## src/rtl/fetch_queue.sv

```systemverilog
// fetch_queue: PC-driven instruction fetch into a small valid/ready FIFO with flush support
module fetch_queue #(
    parameter int          DEPTH   = 2,
    parameter int          IMEM_AW = 10,
    parameter logic [31:0] PC_BASE = 32'h0000_3000
) (
    input  logic               clk,
    input  logic               reset,
    input  logic [31:0]        pc_in,
    input  logic               pc_valid,
    output logic               pc_accept,
    output logic               imem_en,
    output logic [IMEM_AW-1:0] imem_addr,
    input  logic [31:0]        imem_rdata,
    input  logic               flush,
    output logic               out_valid,
    input  logic               out_ready,
    output logic [31:0]        out_pc,
    output logic [31:0]        out_instr,
    output logic               out_err
);
    localparam int PW = $clog2(DEPTH);
    localparam logic [PW:0] FULL = (PW+1)'(DEPTH);

    logic [PW:0]   count_q, count_d, occ;
    logic [PW-1:0] wr_ptr_q, wr_ptr_d, rd_ptr_q, rd_ptr_d;
    logic          inflight_q, inflight_err_q, fault, pop, push;
    logic [31:0]   inflight_pc_q, off;
    logic [31:0]   pc_mem_q [DEPTH];
    logic [31:0]   instr_mem_q [DEPTH];
    logic [DEPTH-1:0] err_mem_q;

    assign off       = pc_in - PC_BASE;
    assign fault     = (|pc_in[1:0]) | (pc_in < PC_BASE) | (|(off >> (IMEM_AW + 2)));
    assign out_valid = count_q != '0;
    assign pop       = out_valid & out_ready;
    assign push      = inflight_q & ~flush & ~reset;
    // Slots already promised (stored + in flight) after this cycle's pop must leave room
    assign occ       = count_q + (PW+1)'(inflight_q) - (PW+1)'(pop);
    assign pc_accept = pc_valid & ~flush & ~reset & (occ < FULL);
    assign imem_en   = pc_accept;
    assign imem_addr = off[IMEM_AW+1:2];
    assign out_pc    = out_valid ? pc_mem_q[rd_ptr_q] : '0;
    assign out_instr = out_valid ? instr_mem_q[rd_ptr_q] : '0;
    assign out_err   = out_valid & err_mem_q[rd_ptr_q];

    // Next FIFO bookkeeping; flush empties the queue by snapping rd_ptr to wr_ptr
    always_comb begin
        count_d  = count_q + (PW+1)'(push) - (PW+1)'(pop);
        wr_ptr_d = push ? wr_ptr_q + 1'b1 : wr_ptr_q;
        rd_ptr_d = pop ? rd_ptr_q + 1'b1 : rd_ptr_q;
        if (flush) begin
            count_d  = '0;
            rd_ptr_d = wr_ptr_q;
        end
    end

    // Control state; the in-flight tag lives exactly one cycle after each accept
    always_ff @(posedge clk) begin
        if (reset) begin
            count_q        <= '0;
            wr_ptr_q       <= '0;
            rd_ptr_q       <= '0;
            inflight_q     <= 1'b0;
            inflight_pc_q  <= '0;
            inflight_err_q <= 1'b0;
        end else begin
            count_q    <= count_d;
            wr_ptr_q   <= wr_ptr_d;
            rd_ptr_q   <= rd_ptr_d;
            inflight_q <= pc_accept;
            if (pc_accept) begin
                inflight_pc_q  <= pc_in;
                inflight_err_q <= fault;
            end
        end
    end

    // Entry storage; faulting requests store a zero instruction instead of ROM data
    always_ff @(posedge clk) begin
        if (push) begin
            pc_mem_q[wr_ptr_q]    <= inflight_pc_q;
            instr_mem_q[wr_ptr_q] <= inflight_err_q ? '0 : imem_rdata;
            err_mem_q[wr_ptr_q]   <= inflight_err_q;
        end
    end
endmodule

```

## config.mk

```make
export PLATFORM = sky130hd
export DESIGN_NAME = fetch_queue
export DESIGN_NICKNAME = d
export VERILOG_FILES = /design/src/rtl/fetch_queue.sv
export SDC_FILE = /design/constraint.sdc
export NUM_CORES = 1
export LEC_CHECK = 0
export CAP_MARGIN = 10
export CORE_AREA = 2 2 174 91
export CTS_CLUSTER_DIAMETER = 50
export DETAILED_ROUTE_END_ITERATION = 10
export DIE_AREA = 0 0 176 93
export GPL_ROUTABILITY_DRIVEN = 0
export GPL_TIMING_DRIVEN = 0
export PLACE_DENSITY_LB_ADDON = 0.05
export SYNTH_ARGS = -nofsm -noshare
export SYNTH_HDL_FRONTEND = slang
export SYNTH_SLANG_ARGS = --single-unit
```

## constraint.sdc

```tcl
create_clock -name clk -period 7.1 [get_ports clk]
set_clock_uncertainty 0.05 [all_clocks]
set_input_delay 1.42 -clock clk [delete_from_list [all_inputs] [get_ports clk]]
set_output_delay 1.42 -clock clk [all_outputs]
set_load 0.05 [all_outputs]
```

Word-level counts from Yosys, hierarchy flattened
Memories as Yosys holds them, arrays and structs flattened. A register that Yosys moved wholly into a read port is not among the register bits.
Cells that the tools add are included.
{ "totals": {"regBits": 40, "latch_bits": 0, "mem_bits_rw": 128, "romBits": 0, "inputBits": 69, "output_inout_bits": 78, "wordCells": 54, "memories": 2} }
{ "memory_table": {"columns": ["name", "depth", "word_bits", "read_ports", "rd_clocked_by_memory_dff", "write_ports", "line_no", "text"], "rows": [
  ["instr_mem_q", 2, 32, 1, 1, 1, "30", "logic [31:0] instr_mem_q [DEPTH];"],
  ["pc_mem_q", 2, 32, 1, 1, 1, "29", "logic [31:0] pc_mem_q [DEPTH];"]
]} }
{ "classes": {"addsub": 7, "multipliers": 0, "div_mod_pow": 0, "order_cmp": 5, "n_eq_ne": 0, "shift": 0, "n_mux": 16, "bitwise_logic": 11, "n_reduce_logical": 6} }
{ "op_table": {"columns": ["cell", "count"], "rows": [
  ["32-bit 2-to-1 mux", 3],
  ["32-bit by 14-bit < comparator with 1-bit output, second input constant", 1],
  ["32-bit by 14-bit subtractor with 32-bit output, second input constant", 1],
  ["20-bit OR reduction", 1],
  ["1-bit 2-to-1 mux", 11],
  ["1-bit AND", 7],
  ["2-bit by 1-bit adder with 2-bit output", 2],
  ["1-bit by 2-bit < comparator with 1-bit output, second input constant", 2],
  ["2-bit nonzero test", 2],
  ["2-bit OR reduction", 2],
  ["2-bit by 1-bit subtractor with 2-bit output", 2],
  ["1-bit adder, second input constant", 2],
  ["2-bit bitwise mux", 1],
  ["2-bit < comparator, second input constant", 1],
  ["1-bit NOT", 2],
  ["1-bit OR", 2],
  ["1-bit demux with 1-bit select", 1],
  ["1-bit >= comparator, second input constant", 1],
  ["1-bit logical AND", 1]
]} }

Longest topological paths before layout
Gate-level depths: netlist of the first run.
{ "depth": {"word_depth": 6, "mapped_depth": 9, "mapped_depth_nobuf": 8} }

Least setup slack after synthesis of the first run
No wires, ideal clock.
{ "synth_timing": {"kind": "input to register", "startpoint": "in flush", "endpoint": "reg err_mem_q[0] (enable)", "setup_time_ns": 0.488, "arrival_ns": 4.415, "required_ns": 6.562, "path_slack_ns": 2.146, "cell_stages": 3, "n_path_buf": 0, "path_cell_list": "nor2_1 -> nand2_1 -> nor2_1"} }
{ "synth_between": {"elab_chain_cells": 3} }
{ "synth_lines": {"columns": ["item", "line_no", "text"], "rows": [
  ["from (decl)", "15", "input logic flush,"],
  ["1-bit NOT", "37", "assign push = inflight_q & ~flush & ~reset;"],
  ["1-bit AND (2 in a row)", "37", null],
  ["to (signal, indexed assignment)", "84", "err_mem_q[wr_ptr_q] <= inflight_err_q;"],
  ["to (decl)", "31", "logic [DEPTH-1:0] err_mem_q;"]
]} }
Every way passes these cells.
A chain may end at the register's enable or synchronous reset.

Worst setup path in the final report of the first run
{ "layout_timing": {"startpoint": "in out_ready", "endpoint": "out pc_accept"} }
{ "layout_between": {"elab_chain_cells": 4} }
{ "layout_lines": {"columns": ["item", "line_no", "text"], "rows": [
  ["from (decl)", "17", "input logic out_ready,"],
  ["1-bit AND", "36", "assign pop = out_valid & out_ready;"],
  ["2-bit by 1-bit subtractor with 2-bit output", "39", "assign occ = count_q + (PW+1)'(inflight_q) - (PW+1)'(pop);"],
  ["2-bit < comparator", "40", "assign pc_accept = pc_valid & ~flush & ~reset & (occ < FULL);"],
  ["1-bit AND", "40", null],
  ["to (decl)", "11", "output logic pc_accept,"]
]} }
Every way passes these cells.

==> results of run 1 <==
==> cell usage after synthesis (all sizes together) <==
| master | count | area [um2] |
|---|---|---|
| a31o | 1 | 8.760 |
| and2 | 4 | 27.53 |
| and3 | 1 | 6.260 |
| buf | 23 | 165.2 |
| clkbuf | 19 | 71.32 |
| dfxtp | 39 | 780.8 |
| edfxtp | 130 | 3904 |
| ha | 3 | 37.54 |
| inv | 6 | 22.52 |
| mux2i | 66 | 660.6 |
| nand2 | 34 | 127.6 |
| nand3 | 33 | 165.2 |
| nand4 | 1 | 6.260 |
| nor2 | 70 | 262.8 |
| nor2b | 33 | 206.5 |
| nor3 | 2 | 10.01 |
| nor4 | 3 | 18.77 |
| o211a | 1 | 10.01 |
| o21ai | 33 | 274.0 |
| or4 | 2 | 15.01 |
| xnor2 | 3 | 33.79 |
| xor2 | 3 | 33.79 |
==> area by class of cell <==
| type | count | area, um2 | share of cell area |
|---|---|---|---|
| buffer | 42 | 236.5 | 0.02557 |
| multi-input combinational | 293 | 1917 | 0.2073 |
| timing repair buffer | 149 | 1529 | 0.1653 |
| sequential | 169 | 4684 | 0.5066 |
| inverter | 6 | 22.52 | 0.002435 |
| clock inverter | 12 | 166.4 | 0.01799 |
| clock buffer | 20 | 436.7 | 0.04722 |
| tap | 204 | 255.2 | 0.02760 |
==> sequential cells by signal, summed over array words and instances, names as in the netlist, named ones only <==
register,flops
instr_mem_q,64
inflight_pc_q,32
err_mem_q,2
rd_ptr_q,1
count_q,2
pc_mem_q,64
inflight_err_q,1
inflight_q,1
wr_ptr_q,1
==> cell families after synthesis <==
group	after synthesis	share of synthesized area
adders and majority gates	3	0.005482
and+or+nand+nor	183	0.1235
DFF	169	0.6841
buffers and inverters	48	0.03782
muxes	66	0.09647
xor gates and xnor gates	6	0.009869
AOI/OAI and AO/OA	35	0.04275
==> path summary, 6_finish.rpt <==
kind,start,end,slack (ps),cells past startpoint
worst max-delay path,out_ready,pc_accept,1230,11
worst min-delay path,inflight_pc_q[16],pc_mem_q[1][16],390,0
worst max register to register,count_q[1],inflight_pc_q[2],4540,8
worst min register to register,inflight_pc_q[16],pc_mem_q[1][16],390,0
==> placed cells by master, fill, tap and decap left out, drive strengths merged, types with 3 or more instances in the layout <==
master | Yosys | final
nor2b | 33 | 33
nor2 | 70 | 70
clkdlybuf4s50 | 0 | 146
nand2 | 34 | 34
clkbuf | 19 | 39
o21ai | 33 | 33
ha | 3 | 3
nand3 | 33 | 33
inv | 6 | 9
clkinvlp | 0 | 4
xnor2 | 3 | 3
edfxtp | 130 | 130
mux2i | 66 | 66
buf | 23 | 26
and2 | 4 | 4
dfxtp | 39 | 39
nor4 | 3 | 3
xor2 | 3 | 3
bufinv | 0 | 3
==> metrics by stage <==
stage               total power [mW]  cell area (um2)
global placement               1.258             8564
global route                   2.243             9248
floorplan                      1.189             6848
finish                         2.178             9248
CTS                            2.193             9248
detailed placement             1.263             8645
==> metal layers <==
| layer | routed length (um) | share of wire |
|---|---|---|
| met4 | 133 | 0.0090 |
| met5 | 0 | 0 |
| met3 | 1079 | 0.073 |
| met1 | 7086 | 0.48 |
| met2 | 6400 | 0.44 |
==> report_power, final <==
part           leakage [nW]  internal (mW)  switching, mW
clock network         0.279          0.559          0.377
logic                  1.32         0.0710         0.0779
registers              1.51           1.08        0.00980
==> impl_metrics.json, run 1 <==
{
  "final_nets": 750,
  "syn_area_per_cell_um2": 13.43,
  "io_buffers": 146,
  "tns_ps": 0,
  "path_max_fanout": 11,
  "cpLargestDelayFamily": "buffers and inverters",
  "drt_iter0_markers": 359,
  "max_slew_margin": 0.5664,
  "track_usage": 0.1894,
  "drt.antenna.violating_nets": 0,
  "clk_latency_ps": 420,
  "hold_buffers": 0,
  "fp-row-count": 32,
  "synthCells": 510,
  "path_cells": "clkdlybuf4s50_1, o21ai_0, inv_1, ha_1, xor2_2, xnor2_2, and2_4, buf_6, buf_6, buf_4, clkdlybuf4s50_1",
  "clkTransAtPathRegs_ps": 70,
  "finalCritPeriodShare": 0.8272,
  "dieArea_um2": 16370,
  "drt-vias-per-instance": 4.903,
  "power.density_nw_per_um2": 235.5,
  "worstPathRequired_ps": 5630,
  "coreArea_um2": 14930,
  "fp.dieW_um": 176,
  "grt_pass1_wl_um": 23140,
  "drive_above_1_share": 0.1259,
  "area_growth_pct": 35.04,
  "ir_drop_uv": 156.3,
  "crit_buf_inv": 6,
  "status": "complete, no violations",
  "worstMarginPinSlew_ps": 650.4,
  "hold_class": "flip-flop to flip-flop",
  "cp-end-kind": "output pin",
  "layout_setup_ws_ps": 1227,
  "grt_pass1_vias": 4396,
  "clockBufferDepth": 2,
  "ys_ff_latch": 169,
  "startpoint_type": "primary input",
  "grt_max_degree": 47,
  "wl_per_cell_um": 16.43,
  "grt_overflow": 0,
  "root_buffer": "clkbuf_16",
  "p_leak_nw": 3.108,
  "via_count": 4388,
  "syn-num-nets": 582,
  "rsz0062_at_grt": "false",
  "min_period_ps": 5873,
  "met1_usage": 0.2692,
  "timing_max_transition_violations_final": 0,
  "dp.cells": 863,
  "hold_ws_ps": 390.8,
  "post_cts_buffers": 0,
  "final_util": 0.6192,
  "initial_core_util": 0.4585,
  "ios": 147,
  "netlist_area_um2": 6848,
  "crit_type": "primary input to output pin",
  "dpl.hpwl_um": 10280,
  "busiest_layer": "met2",
  "die_height_um": 93,
  "maxCapViolations": 0,
  "cts_resized": 0,
  "first_pass_iters": 5,
  "cts_tree": "yes",
  "met3_usage": 0.05000,
  "htree_levels": 4,
  "num-fill-cells": 1161,
  "drc_errors": 0,
  "crit_arrival_ps": 4400,
  "diodes": 0,
  "setup_viol": 0,
  "post-place-ws_ps": 1252,
  "ys_types": 30,
  "finalNonFillerCells": 895,
  "max_freq_mhz": 170.3,
  "antenna_found_initial": 0,
  "grt_use_met2": 0.2890,
  "clock_sinks": 169,
  "hold_violations": 0,
  "yosysWarnings": 0,
  "synth-seq-area-share": 0.6841,
  "cp_slowest_cell": "clkdlybuf4s50_1",
  "drt-total-wl_um": 14700,
  "numCtsBuffers": 17,
  "critPathMaxStageDelay_ps": 780
}
Power figures use the tool's default switching activity.
==> run 2: changes to the inputs <==
--- a/config.mk
+++ b/config.mk
@@ -6,10 +6,10 @@
 export NUM_CORES = 1
 export LEC_CHECK = 0
 export CAP_MARGIN = 10
-export CORE_AREA = 2 2 174 91
+export CORE_AREA = 2 2 176 92
 export CTS_CLUSTER_DIAMETER = 50
 export DETAILED_ROUTE_END_ITERATION = 10
-export DIE_AREA = 0 0 176 93
+export DIE_AREA = 0 0 178 94
 export GPL_ROUTABILITY_DRIVEN = 0
 export GPL_TIMING_DRIVEN = 0
 export PLACE_DENSITY_LB_ADDON = 0.05
==> constraint.sdc (replaced) <==
create_clock -name clk -period 5 [get_ports clk]
set_clock_uncertainty 0.05 [all_clocks]
set_input_delay 1 -clock clk [delete_from_list [all_inputs] [get_ports clk]]
set_output_delay 1 -clock clk [all_outputs]
set_load 0.05 [all_outputs]
==> impl_metrics.json, run 2 (same netlist as run 1, synthesis figures left out) <==
{
  "max_slew_margin": 0.5303,
  "ir_drop_uv": 199.0,
  "antenna_found_initial": 0,
  "dieArea_um2": 16730,
  "initial_core_util": 0.4537,
  "numCtsBuffers": 17,
  "swShare": 0.2291,
  "first_pass_iters": 5,
  "grt_overflow": 0,
  "power.density_nw_per_um2": 331.4,
  "cp-startpoint": "out_ready",
  "drt-vias-per-instance": 4.946,
  "hold_buffers": 0,
  "fp-row-count": 32,
  "diodes": 0,
  "clockBufferDepth": 2,
  "rsz0062_at_grt": "false",
  "final_nets": 750,
  "clock_sinks": 169,
  "track_usage": 0.1843,
  "reg2reg_depth": 8,
  "htree_levels": 4,
  "reg_top3": "instr_mem_q x64, pc_mem_q x64, inflight_pc_q x32",
  "layout_setup_ws_ps": 233.6,
  "via_count": 4427,
  "tns_ps": 0,
  "wl_per_cell_um": 16.53,
  "regToRegSetupSlack_ps": 2500,
  "drc_errors": 0,
  "endpoint": "pc_accept",
  "r2r-start": "count_q[1]",
  "place_area_um2": 8652,
  "drt-met1-wl_um": 7437,
  "num-fill-cells": 1222,
  "net-switching-power_mw": 0.7019,
  "clk_latency_ps": 420,
  "drt.antenna.violating_nets": 0,
  "final_common_cell": "clkdlybuf4s50_1",
  "p_leak_nw": 3.144,
  "maxCapViolations": 0,
  "cts_tree": "yes",
  "drt_iter0_markers": 206,
  "drive_above_1_share": 0.1302,
  "die_height_um": 94,
  "area_growth_pct": 34.99,
  "power_mw": 3.063,
  "timing.rr.end": "inflight_pc_q[6]",
  "hold_violations": 0,
  "hold_class": "flip-flop to flip-flop",
  "dp.cells": 863,
  "finalCritPeriodShare": 0.9533,
  "power.share.sequential": 0.506,
  "finalNonFillerCells": 895,
  "timing_max_transition_violations_final": 0,
  "multi_input_area_um2": 1917,
  "layout_common_cells": "144 x clkdlybuf4s50_1, 130 x edfxtp_1, 69 x nor2_1",
  "crit_type": "primary input to output pin",
  "combPwrFrac": 0.069,
  "min_period_ps": 4766,
  "grt_max_degree": 44,
  "worstPathRequired_ps": 3950,
  "worstMarginPinSlew_ps": 699.2,
  "p_int_mw": 2.361,
  "dpl.hpwl_um": 10480,
  "final_util": 0.6124,
  "cp-end-kind": "output pin",
  "max_freq_mhz": 209.8,
  "hold_ws_ps": 396.5,
  "top_layer": "met4",
  "grt_pass1_wl_um": 22910,
  "clockPowerShare": 0.425,
  "path_max_fanout": 11,
  "coreArea_um2": 15090,
  "grt_pass1_vias": 4402,
  "root_buffer": "clkbuf_16",
  "regArea_um2": 4684,
  "setup_viol": 0,
  "io_buffers": 146,
  "wl_met2_um": 6261,
  "fp.dieW_um": 178,
  "dr_wl_met3_um": 924,
  "crit_arrival_ps": 3720,
  "post-place-ws_ps": -48.12,
  "final_area_um2": 9244,
  "status": "complete, no violations",
  "drt-total-wl_um": 14800,
  "ios": 147,
  "clkTransAtPathRegs_ps": 70,
  "startpoint_type": "primary input"
}
## run 2: cell count changes in the layout (fill, tap and decap cells not counted), sizes merged
cell,change
inv,+7
clkbuf,-2
dlymetal6s2s,+1
dlygate4sd2,+1
bufinv,-2
clkinvlp,-3
clkdlybuf4s50,-2
## run 2: critical path, cell delays in order
cell             delay [ps]
clkdlybuf4s50_1         450
o21ai_0                 150
inv_1                   120
ha_1                    240
xor2_2                  200
xnor2_2                 410
and2_4                  230
buf_6                   120
buf_6                   170
buf_4                   120
dlygate4sd2_1           510
## run 2: layer usage
layer,global-route usage,up-vias
li1,-,2154
met1,0.2718,2121
met2,0.2707,137
met3,0.03883,15
met4,0.06148,0
met5,0,-
## run 2: worst min path at each step
stage	endpoint	from	slack [ps]	cells after the start
2_1_floorplan	pc_mem_q[0][0]	inflight_pc_q[0]	380	0
3_3_place_gp	pc_mem_q[0][9]	inflight_pc_q[9]	380	0
3_5_place_dp	pc_mem_q[1][22]	inflight_pc_q[22]	390	0
4_1_cts	pc_mem_q[0][25]	inflight_pc_q[25]	400	0
5_1_grt	pc_mem_q[0][25]	inflight_pc_q[25]	410	0
6_report	pc_mem_q[0][25]	inflight_pc_q[25]	400	0
## run 2: repair_timing
item / CTS / global route
gates cloned: 0 / 0
setup buffers: 0 / 0
gates resized for setup: 1 / 1
endpoints found under the setup margin: 1 / 1
## run 2: cell type report
type                       count  share of cell area
clock buffer                  18             0.04751
clock inverter                14             0.01638
tap                          204             0.02761
timing repair buffer         149              0.1664
multi-input combinational    293              0.2074
inverter                       6            0.002436
buffer                        42             0.02558
sequential                   169              0.5068
## run 2: power groups by stage
stage	registers [mW]	logic, mW	clock network, mW
6_report	1.55	0.211	1.30
5_1_grt	1.55	0.227	1.39
4_1_cts	1.55	0.213	1.33
3_5_place_dp	1.58	0.212	0
3_3_place_gp	1.58	0.207	0
2_1_floorplan	1.58	0.112	0
